### src/rtl/target_acquisition_unit.sv
// Radar ping/echo front end. It pings while scanning, times the echo return,
// and raises target_locked after LOCK_COUNT consecutive echoes. While locked it
// periodically re-pings to confirm the target is still there.
//
// Ports:
//   clk             system clock, rising edge
//   rst             synchronous active-high reset
//   scan_for_target level, scanning enabled while high
//   radar_echo      echo detect, sampled only in LISTEN
//   pulse_emitted   one-cycle ping strobe (high while in EMIT)
//   target_locked   lock indication to the weapons control unit
//   distance        last measured echo delay in LISTEN cycles
//   TAU_state       current FSM state (00 IDLE, 01 EMIT, 10 LISTEN, 11 LOCKED)
module target_acquisition_unit #(
   parameter int unsigned LISTEN_TIMEOUT = 8,
   parameter int unsigned LOCK_COUNT     = 2,
   parameter int unsigned LOCK_HOLD      = 10
) (
   input  logic       clk,
   input  logic       rst,
   input  logic       scan_for_target,
   input  logic       radar_echo,
   output logic       pulse_emitted,
   output logic       target_locked,
   output logic [7:0] distance,
   output logic [1:0] TAU_state
);

   localparam int unsigned CNT_W = 8;
   localparam int unsigned HIT_W = 4;

   typedef enum logic [1:0] {
      ST_IDLE   = 2'b00,
      ST_EMIT   = 2'b01,
      ST_LISTEN = 2'b10,
      ST_LOCKED = 2'b11
   } state_t;

   state_t             state;
   logic [CNT_W-1:0]   timer;
   logic [CNT_W-1:0]   hold;
   logic [HIT_W-1:0]   hits;
   logic               track;

   logic [CNT_W-1:0]   timer_inc;
   logic [CNT_W-1:0]   hold_inc;
   logic [HIT_W-1:0]   hits_inc;
   logic [HIT_W-1:0]   hits_sat;
   logic               lock_hit;

   // Incremented counters; hits saturate once lock has been reached.
   assign timer_inc = timer + CNT_W'(1);
   assign hold_inc  = hold + CNT_W'(1);
   assign hits_inc  = hits + HIT_W'(1);
   assign hits_sat  = (hits == HIT_W'(LOCK_COUNT)) ? hits : hits_inc;
   assign lock_hit  = track || (hits_inc == HIT_W'(LOCK_COUNT));

   assign TAU_state = state;

   // State machine with registered outputs; pulse_emitted is raised on entry to EMIT.
   always_ff @(posedge clk) begin
      if (rst) begin
         state         <= ST_IDLE;
         pulse_emitted <= 1'b0;
         target_locked <= 1'b0;
         distance      <= '0;
         timer         <= '0;
         hold          <= '0;
         hits          <= '0;
         track         <= 1'b0;
      end else begin
         pulse_emitted <= 1'b0;
         if (state != ST_IDLE && !scan_for_target) begin
            // Scan dropped: abort to IDLE, keep the last distance.
            state         <= ST_IDLE;
            target_locked <= 1'b0;
            hits          <= '0;
            timer         <= '0;
            track         <= 1'b0;
         end else begin
            case (state)
               ST_IDLE: begin
                  if (scan_for_target) begin
                     state         <= ST_EMIT;
                     pulse_emitted <= 1'b1;
                  end
               end
               ST_EMIT: begin
                  timer <= '0;
                  state <= ST_LISTEN;
               end
               ST_LISTEN: begin
                  if (radar_echo) begin
                     // Echo wins over a coincident timeout.
                     distance <= timer_inc;
                     hits     <= hits_sat;
                     if (lock_hit) begin
                        state         <= ST_LOCKED;
                        target_locked <= 1'b1;
                        hold          <= '0;
                     end else begin
                        state         <= ST_EMIT;
                        pulse_emitted <= 1'b1;
                     end
                  end else if (timer_inc == CNT_W'(LISTEN_TIMEOUT)) begin
                     // Miss: lose any lock and start acquisition over.
                     hits          <= '0;
                     track         <= 1'b0;
                     target_locked <= 1'b0;
                     state         <= ST_EMIT;
                     pulse_emitted <= 1'b1;
                  end else begin
                     timer <= timer_inc;
                  end
               end
               ST_LOCKED: begin
                  hold <= hold_inc;
                  if (hold_inc == CNT_W'(LOCK_HOLD)) begin
                     track         <= 1'b1;
                     state         <= ST_EMIT;
                     pulse_emitted <= 1'b1;
                  end
               end
               default: state <= ST_IDLE;
            endcase
         end
      end
   end

endmodule

### config.mk
export PLATFORM = sky130hd
export DESIGN_NAME = target_acquisition_unit
export DESIGN_NICKNAME = d
export VERILOG_FILES = /design/src/rtl/target_acquisition_unit.sv
export SDC_FILE = /design/constraint.sdc
export NUM_CORES = 1
export LEC_CHECK = 0
export CAP_MARGIN = 40
export CORE_MARGIN = 10
export CORE_UTILIZATION = 62
export DETAILED_ROUTE_END_ITERATION = 7
export PLACE_DENSITY = 0.84
export SLEW_MARGIN = 20
export SYNTH_ARGS = -nofsm -noshare
export SYNTH_HDL_FRONTEND = slang
export SYNTH_SLANG_ARGS = --single-unit
export TNS_END_PERCENT = 100
### constraint.sdc
create_clock -name clk -period 7 [get_ports clk]
set_input_delay 1.4 -clock clk [delete_from_list [all_inputs] [get_ports clk]]
set_output_delay 1.4 -clock clk [all_outputs]
set_load 0.1 [all_outputs]
Yosys cells after proc, flatten, opt, wreduce, memory -nomap -nowiden
Cells that the tools add are included. Widths: inputs -> output; s select.

Add/subtract/negate cells: 3. Equal/unequal tests: 17. Muxes and demuxes: 27. Bitwise gates (word level): 1. Reductions and logical operators: 16.

Operator list (count): $mux 8 (4); $pmux 8 s2 (2); $add 8x1->8 const B (2); $eq 8x4->1 const B (2); $ne 2x2->1 const B (8); $reduce_and 3->1 (5); $mux 4 (3); $mux 1 (10); $mux 2 (5); $eq 4x2->1 const B (2); $pmux 2 s4 (1); $reduce_and 4->1 (2); $reduce_bool 2->1 (4); $add 4x1->4 const B (1); $eq 2x2->1 const B (2); $ne 3x3->1 const B (1); $pmux 1 s3 (1); $eq 2x1->1 const B (1); $logic_not 2->1 (1); $ne 2x1->1 const B (1); $pmux 1 s2 (1); $reduce_or 2->1 (1); $logic_and 1x1->1 (1); $logic_not 1->1 (1); other kinds (2) (2).

Bits in registers: 33. Output and inout port bits: 12. Word-level logic and storage cells: 72.

Logic depth before layout (Yosys ltp)
Word-level depth: 6. Mapped depth: 9. Mapped depth without buffers: 8.

Least setup slack after synthesis
No wires, ideal clock.

Path kind: register to register. From: reg state[0], in the netlist TAU_state[0]. To: reg timer[2]. Data arrival time: 2557 ps. Required time: 6878 ps. Setup slack: 4321 ps. Stages on the path, launching flop included: 9. Path buffers: 0. Period minus slack after synthesis: 2679 ps. Path through: dfxtp_1 > inv_1 > ha_1 > nor2_1 > nor2_1 > nand2_1 > a21oi_1 > and3b_1 > a221o_1.

Longest elaborated chain between the ends: 3.

RTL lines: start, declared (RTL line 39) `state_t state;`; start signal, assigned (RTL line 63) `state <= ST_IDLE;`; start signal, assigned (RTL line 75) `state <= ST_IDLE;`; start signal, assigned (RTL line 84) `state <= ST_EMIT;`; $eq 2x2->1, or another cell as far along (RTL line 81) `case (state)`; $ne 2x2->1 (no line), or another cell as far along; $reduce_and 3->1 (no line) / $reduce_or 2->1 (equally long branches); end signal, assigned (RTL line 113) `timer <= timer_inc;`; end, declared (RTL line 40) `logic [CNT_W-1:0] timer;`.

Several ways; a longest one is shown, not always the timed one. A chain may end at the register's enable or synchronous reset.

Final worst setup path
From: in rst. To: reg timer[4].

Longest elaborated chain between the ends: 1.

RTL lines: start, declared (RTL line 20) `input logic rst,`; $reduce_or 2->1 (no line).

Every way passes these cells.

==> key figures <==
Critical path
  • Worst EP arrival: approximately 3600 ps
  • Crit-path max cell delay: 730 ps
  • Crit-path max FO: 18
  • Startpoint Class: input pin
  • CP max stage cell: clkdlybuf4s50_1
  • Worst setup EP type: flop
  • Crit path buf inv count: 1
  • CP required: 7290 ps
  • CP top delay family: simple AND/OR/NAND/NOR gates
  • CP Cell Sequence: clkdlybuf4s50_1, nor2_1, nand2_1, a21oi_1, o21ai_0, a21bo_1
  • Setup CP Type: in2reg

Die
  • Vert. Die Dim: between 70 and 80 um
  • Floorplan row count: 20
  • Chip width: about 78 um
  • Die area: about 6000 um2
  • Core area: approximately 3100 um2
  • Initial Utilization: between 60% and 70%
  • IO Count: 16

Synthesis
  • Synth unique cells: 63
  • Synthesized cell area: just over 2000 um2
  • Syn Nets: between 200 and 300
  • Post-synthesis sequential area ratio: 32.1%
  • #FFs+latches synth: 33
  • Post-synth EDFFs: 0
  • Asr flop ratio synth: 0%
  • Top_reg_cell synth: dfxtp_1
  • Yosys warnings: 0
  • Syn Inst Count: 243
  • Syn_area_per_cell: around 8.5 um2

Global routing
  • Total track usage: 16.0%
  • Gr ovfl total: 0
  • First-pass GRT wire length: 8170 um
  • Largest net degree at the start of global routing: 19
  • Vias in the first global route: 1744
  • Initial antenna violation count: 0

Cells and area
  • Most common cell after layout, fill and taps aside: dfxtp_1
  • Antenna cells: 0
  • Synth-to-Final Area Change: 20.4%
  • Commonest cells after routing, fill and taps aside: dfxtp_1 (33), nor2_1 (24), inv_1 (17), nand2_1 (17), clkdlybuf4s50_1 (15)
  • Fraction of layout cells with a size suffix above 1: 12.7%
  • Finished Core Util: around four fifths
  • Layout Nets: roughly 280

Clock tree
  • Register clock-pin slew on the reported worst setup and hold paths: about 100 ps
  • Post-CTS resize count: 0
  • H-tree Lvls: 2
  • Clk sinks: 33
  • Cts hold-fix bufs: 0
  • Worst skew pair latency: 350 ps
  • Root Buffer: clkbuf_4
  • CTS Buf Count: 5
  • Clock buffer depth: 2
  • CTS tree: yes
  • Post-CTS setup buffer count: 0

Outcome
  • Status: completed

Routing
  • DRT Pass-1 Iters: 5
  • Iteration-0 DRC Markers: 169
  • Post-DRT Antenna Nets: 0
  • Routed Wire Length: 4750 um
  • DR vias/cell: between 6 and 7
  • Vias: between 1.5k and 2k
  • Wire per inst: 15.2 um
  • DRC violations left: 0

Run
  • Maxcap violations: 0

Place
  • DP HPWL: 3490 um
  • IO Port Bufs: 15
  • GP Congestion: 0.874

Worst hold path
  • Hold crit path type: reg2reg

Power and ir drop
  • Static leakage: about 0.89 nW
  • Total power: 0.000425 W
  • Power Density: approximately 170 nW/um2
  • Peak supply drop: 152 uV

STA
  • Setup TNS: 0 ps
  • Final min period: approximately 3400 ps
  • Rel. slew slack: 44.0%
  • Final Skew: 15.1 ps
  • Final slew viol count: 0
  • Fmax: 298 MHz
  • Final setup fails: 0
  • RSZ-0062 raised after global routing: false
  • Final Cycle Share: a little under half
  • Fin. Hold Viols: 0
  • Worst-margin pin slew: approximately 840 ps
-- cell usage after synthesis, types with 2 or more instances --
master | n | area, um2
a311oi_1 | 2 | 17.5
or2_2 | 2 | 12.5
and2_1 | 3 | 18.8
and3b_1 | 4 | 35.0
a21bo_2 | 2 | 20.0
clkbuf_1 | 6 | 22.5
a21oi_1 | 8 | 40.0
a31oi_1 | 3 | 18.8
mux2_2 | 2 | 22.5
nand2_1 | 17 | 63.8
a211oi_1 | 8 | 60.1
o21ai_0 | 12 | 60.1
dfxtp_1 | 33 | 661
nand3b_1 | 3 | 22.5
nand3_1 | 13 | 65.1
o211a_1 | 2 | 20.0
a21o_1 | 2 | 15.0
a21bo_1 | 3 | 30.0
ha_1 | 12 | 150
inv_1 | 17 | 63.8
xnor2_1 | 4 | 35.0
nor4_1 | 2 | 12.5
a21boi_0 | 3 | 22.5
nor3b_1 | 3 | 22.5
a32oi_1 | 2 | 17.5
nor2_1 | 24 | 90.1
o211ai_1 | 3 | 22.5
a32o_1 | 6 | 60.1
nor3_1 | 7 | 35.0
nand2b_1 | 2 | 12.5
-- flip-flops by register name, indices dropped and copies added, names as in the netlist --
register	flops
TAU_state	2
distance	8
hits	4
hold	8
pulse_emitted	1
target_locked	1
timer	8
track	1
-- stage by stage --
step / hold slack, ps / setup WS (ps) / instance area (um2) / std cells
after CTS: 500 / 3700 / 2480 / 312
final: 503 / 3650 / 2480 / 312
after floorplan: 460 / 4320 / 2060 / 243
after detailed placement: 484 / 3360 / 2390 / 304
after global routing: 511 / 3430 / 2480 / 312
after global placement: 473 / 3390 / 2210 / 292
-- logic make-up after synthesis --
family	count (synthesis)	synth area share, %
compound gates	74	29.0
mux	3	1.58
fa+ha+maj	12	7.29
flops	33	32.1
buf+inv	27	5.53
xor+xnor	4	1.70
simple gates	90	22.8
-- power breakdown --
part	total [W]	internal, W	switching, W
logic	0.0000759	0.0000272	0.0000486
clock network	0.000153	0.0000853	0.0000681
registers	0.000195	0.000191	0.00000386
-- layout make-up --
| cell class | count | area [um2] |
|---|---|---|
| clock buffers | 7 | 55.1 |
| clock inverters | 1 | 30.0 |
| fillers | 218 | 648 |
| inverters | 17 | 63.8 |
| multi-input cells | 183 | 1280 |
| flip-flops and latches | 33 | 661 |
| well taps | 44 | 55.1 |
| repair buffers | 27 | 330 |
-- metal layers --
| metal | GRT usage [%] | share of wire, % |
|---|---|---|
| met1 | 20.6 | 47 |
| met5 | 0 | 0 |
| met3 | 4.95 | 6.4 |
| met4 | 5.66 | 1.6 |
| met2 | 24.4 | 45 |
-- tightest hold or removal path, stage by stage, from the launching register on --
cell     delay (ps)
dfxtp_1         340
a21oi_1          60
nor2_1           70
-- final timing paths --
path | from | endpoint | slack [ps] | cells after the start
max | rst | timer[4]$_SDFFE_PP0P_ | 3650 | 6
min | target_locked$_SDFFE_PP0P_ | target_locked$_SDFFE_PP0P_ | 500 | 2
max reg2reg | hold[0]$_SDFFE_PP0P_ | TAU_state[0]$_SDFFE_PP0P_ | 4440 | 7
min reg2reg | target_locked$_SDFFE_PP0P_ | target_locked$_SDFFE_PP0P_ | 500 | 2
(Power assumes the default switching activity.)
